==> src/rtl/unsigned_seq_multiplier.sv <==
// Unsigned shift-and-add multiplier: one add-then-shift step per clock, full 2*WIDTH-bit product.
// Latency: fixed WIDTH cycles after the accepting edge; rdy rises on the (WIDTH+1)th edge counting the accept.
// Backpressure: none; start is ignored while busy, and the result is held in DONE until the next accepted start.
module unsigned_seq_multiplier #(
    parameter int WIDTH = 32
) (
    input  logic                 clk,
    input  logic                 rst,
    input  logic                 start,
    input  logic [WIDTH-1:0]     multiplicand,
    input  logic [WIDTH-1:0]     multiplier,
    output logic                 busy,
    output logic                 rdy,
    output logic [2*WIDTH-1:0]   product,
    output logic [WIDTH-1:0]     hi,
    output logic [WIDTH-1:0]     lo
);

    // Counter is wide enough to reach WIDTH-1; a 1-bit floor keeps WIDTH=1 legal.
    localparam int CW = (WIDTH > 1) ? $clog2(WIDTH) : 1;
    localparam logic [CW-1:0] LAST = CW'(WIDTH - 1);

    typedef enum logic [1:0] {
        IDLE = 2'd0,
        RUN  = 2'd1,
        DONE = 2'd2
    } state_t;

    state_t             state;
    state_t             state_nxt;
    logic               load;
    logic               step;
    logic [WIDTH-1:0]   mcand;
    logic [2*WIDTH-1:0] prod;
    logic [CW-1:0]      count;
    logic [WIDTH:0]     sum;

    // State register; reset returns to IDLE at once, aborting any multiply in flight.
    always_ff @(posedge clk or posedge rst) begin
        if (rst) begin
            state <= IDLE;
        end else begin
            state <= state_nxt;
        end
    end

    // Next state and datapath strobes: accept only from IDLE/DONE, leave RUN after the last iteration.
    always_comb begin
        state_nxt = state;
        load      = 1'b0;
        step      = 1'b0;
        case (state)
            IDLE, DONE: begin
                if (start) begin
                    load      = 1'b1;
                    state_nxt = RUN;
                end
            end
            RUN: begin
                step = 1'b1;
                if (count == LAST) begin
                    state_nxt = DONE;
                end
            end
            default: begin
                state_nxt = IDLE;
            end
        endcase
    end

    // Conditional add of the multiplicand into the upper half; the extra bit keeps the carry.
    always_comb begin
        sum = {1'b0, prod[2*WIDTH-1:WIDTH]};
        if (prod[0]) begin
            sum = {1'b0, prod[2*WIDTH-1:WIDTH]} + {1'b0, mcand};
        end
    end

    // Datapath: capture operands on accept, otherwise add-and-shift once per RUN cycle.
    always_ff @(posedge clk or posedge rst) begin
        if (rst) begin
            mcand <= '0;
            prod  <= '0;
            count <= '0;
        end else if (load) begin
            mcand <= multiplicand;
            prod  <= {{WIDTH{1'b0}}, multiplier};
            count <= '0;
        end else if (step) begin
            prod  <= {sum, prod[WIDTH-1:1]};
            count <= count + 1'b1;
        end
    end

    assign busy    = (state == RUN);
    assign rdy     = (state == DONE);
    assign product = prod;
    assign hi      = prod[2*WIDTH-1:WIDTH];
    assign lo      = prod[WIDTH-1:0];

endmodule
==> config.mk <==
export PLATFORM = sky130hd
export DESIGN_NAME = unsigned_seq_multiplier
export DESIGN_NICKNAME = d
export VERILOG_FILES = /design/src/rtl/unsigned_seq_multiplier.sv
export SDC_FILE = /design/constraint.sdc
export NUM_CORES = 1
export LEC_CHECK = 0
export BUFFER_PORTS_ARGS = -buffer_cell sky130_fd_sc_hd__clkbuf_2
export CAP_MARGIN = 20
export CORE_ASPECT_RATIO = 1.25
export CORE_MARGIN = 5
export CORE_UTILIZATION = 32
export DETAILED_ROUTE_END_ITERATION = 12
export PLACE_DENSITY = 0.58
export REMOVE_ABC_BUFFERS = 1
export SYNTH_ARGS = -nofsm -noshare
export SYNTH_HDL_FRONTEND = slang
export SYNTH_SLANG_ARGS = --single-unit
==> constraint.sdc <==
create_clock -name clk -period 8.9 [get_ports clk]
set_clock_uncertainty 0.1 [all_clocks]
set_input_delay 0.89 -clock clk [delete_from_list [all_inputs] [get_ports clk]]
set_output_delay 0.89 -clock clk [all_outputs]
set_load 0.05 [all_outputs]
==> reports/results.ini <==
[global_routing]
grt-ovfl-total = 0
antenna_found_initial = 1
grt_usage_pct = 15.2
grt_max_degree = 67
grt_pass1_wl_mm = 28.1
grt_pass1_vias = 5359

[worst_setup_path]
slowest_delay_ns = 0.45
setup.worst_path.start = state[0]
critPathCaptureType = primary output
cp.arrival_ns = 2.18
cp-endpoint = busy
cp.required_ns = 7.91
critical_path_class = reg2out
path_cells = nand2b_1 > inv_1 > buf_4 > clkbuf_2
cp-start-kind = flop
reg2regPathDepth = 11
r2r_setup_slack_ns = 5.82
crit_fanout = 40
critPathSlowestCell = nand2b_1
r2r_end = product[61]
reg2reg_from = product[32]

[timing]
finalHoldViolations = 0
fin_setup_tns_ns = 0
drv_slew = 0
post-route-period-util_pct = 35.6
relSlewSlack_pct = 31.1
rsz0062_at_grt = false
clock.fmax_mhz = 316
setup_violations = 0
tightestPinTransition_ns = 1.03
finalCriticalPeriod_ns = 3.17

[job]
maxCapViolations = 0

[synth]
netlist_area_sq_um = 6320
synth_compound_area_share_pct = 18.9
postSynthCellCount = 727
yosys_most_used_dff = dfrtp_1
yosysUniqueCellTypes = 47
synth_edf_count = 0
synth-async-reset-ratio_pct = 100
synth-adder-area-share_pct = 7.05
ys_ff_latch = 103
syn_avg_cell_area_sq_um = 8.70
synthMuxAreaShare_pct = 1.90
synth_top_family_by_area = compound AO/OA/AOI/OAI gates
synth_warnings = 0
synth-simple-area-share_pct = 16.8
synth_xor_area_share_pct = 4.02
ys_seq_area_share_pct = 40.8

[clock_network]
clkLatencyLatePin_ns = 0.35
clkTransAtPathRegs_ns = 0.07
clock_path_buffers = 2
cts.sinks = 103
cts.htree.levels = 3
post-cts-setup-buffer-count = 0
ctsRootBufferMaster = clkbuf_16
cts_tree = done
cts_resized = 0
cts-hold-fix-buffers = 0
cts_buffers = 9

[die]
rows = 57
start_util_pct = 32.5
die_w_um = 136
dieArea_sq_um = 22700
core_area_sq_um = 19500
die_y_um = 167
io_pins = 197

[route]
vias_per_cell = 4.88
wl_per_cell_um = 15.4
vias = 5404
ant_nets = 0
drc = 0
finalWirelength_mm = 17.1
drtIter0Drc = 406
first_pass_iters = 5

[layout]
antenna_cells = 0
area_growth_pct = 16.5
multi_input_area_sq_um = 3100
fill_cells = 2051
finalCoreUtilization_pct = 37.8
regArea_sq_um = 2580
final_cell_count_no_fill = 1108
nets = 940
drive_gt1_share_pct = 27.5

[hold_path]
hold_class = reg2reg
hp-start = mcand[2]

[run_status]
status = complete, no violations

[placed_design]
dp_hpwl_mm = 12.3
portBuffers = 196
place_inst = 1092
globalplace.congestion = 0.837

## final cells by class
cell class,count,share of cell area [%]
tap,265,4.50
inverter,14,0.748
clock buffer,11,3.43
multi-input combinational,510,42.0
sequential,103,35.0
timing repair buffer,200,13.7
clock inverter,5,0.561
## layer usage
layer  vias up  track usage (%)  routed length, um
met5         -                0                  7
met4         2             3.77                217
met3        18             2.64                855
met2       146             26.0               8580
met1      2563             19.8               7460
li1       2675                -                  -
## sequential cells by signal (all words and copies together) (netlist names)
register,count
count,5
mcand,32
product,64
state,2
## cells in the final DEF (no fill, tap or decap), types with 4 or more instances in the layout
cell	synthesis	routed
clkbuf_16	0	9
a21oi_2	4	4
o21ai_1	31	31
nand4_1	14	14
mux2i_1	12	12
a21oi_1	33	33
dfrtp_1	103	103
and3_1	5	5
nor2b_1	6	6
inv_1	14	13
o21a_1	4	4
buf_4	64	4
ha_1	34	34
nand3_1	9	9
nand2_1	190	190
a21o_1	9	9
xnor2_1	18	18
o21bai_1	5	5
a22oi_1	50	50
o21ai_0	27	27
xor2_1	11	11
nor2_1	16	13
clkinvlp_4	0	4
clkbuf_2	0	196
## how the worst min path moves through the flow
stage | to | depth (start not counted) | slack [ns]
floorplan | count[3] | 1 | 0.35
global placement | mcand[31] | 2 | 0.37
detailed placement | mcand[2] | 2 | 0.37
CTS | mcand[2] | 2 | 0.39
global route | mcand[2] | 2 | 0.41
finish | mcand[2] | 2 | 0.38
## cells in the mapped netlist (11+ instances only)
cell	count	area, sq um
ha_1	34	425
mux2i_1	12	120
xnor2_1	18	158
o21ai_1	31	155
a22oi_1	50	375
o21ai_0	27	135
clkbuf_1	25	93.8
buf_4	64	480
xor2_1	11	96.3
nor2_1	16	60.1
nand4_1	14	87.6
a21oi_1	33	165
dfrtp_1	103	2580
inv_1	14	52.6
nand2_1	190	713
## critical path: cells and delay by family, from the launching register on
| kind | cells | cell delay, ns |
|---|---|---|
| simple gates | 1 | 0.45 |
| flops | 1 | 0.43 |
| buf+inv | 3 | 0.93 |
## kinds of logic (layout without fill, tap and decap cells)
family	after synthesis	after routing
AO/OA/AOI/OAI	183	183
AND/OR/NAND/NOR	251	251
XOR/XNOR	29	29
multiplexers	12	12
adder cells (fa/ha/maj)	35	35
buffers and inverters	114	230
flip-flops	103	103
## metrics by stage
step,hold slack [ns],area [sq um],worst slack [ns]
2_1_floorplan,0.349,5710,3.46
3_3_place_gp,0.365,7070,5.85
3_5_place_dp,0.370,7070,5.81
4_1_cts,0.387,7360,5.71
5_1_grt,0.406,7360,5.52
6_report,0.385,7360,5.73
Power is left out: the tool's default activity adds up to more than one toggle a clock period on the data nets, which glitch-free logic cannot reach.
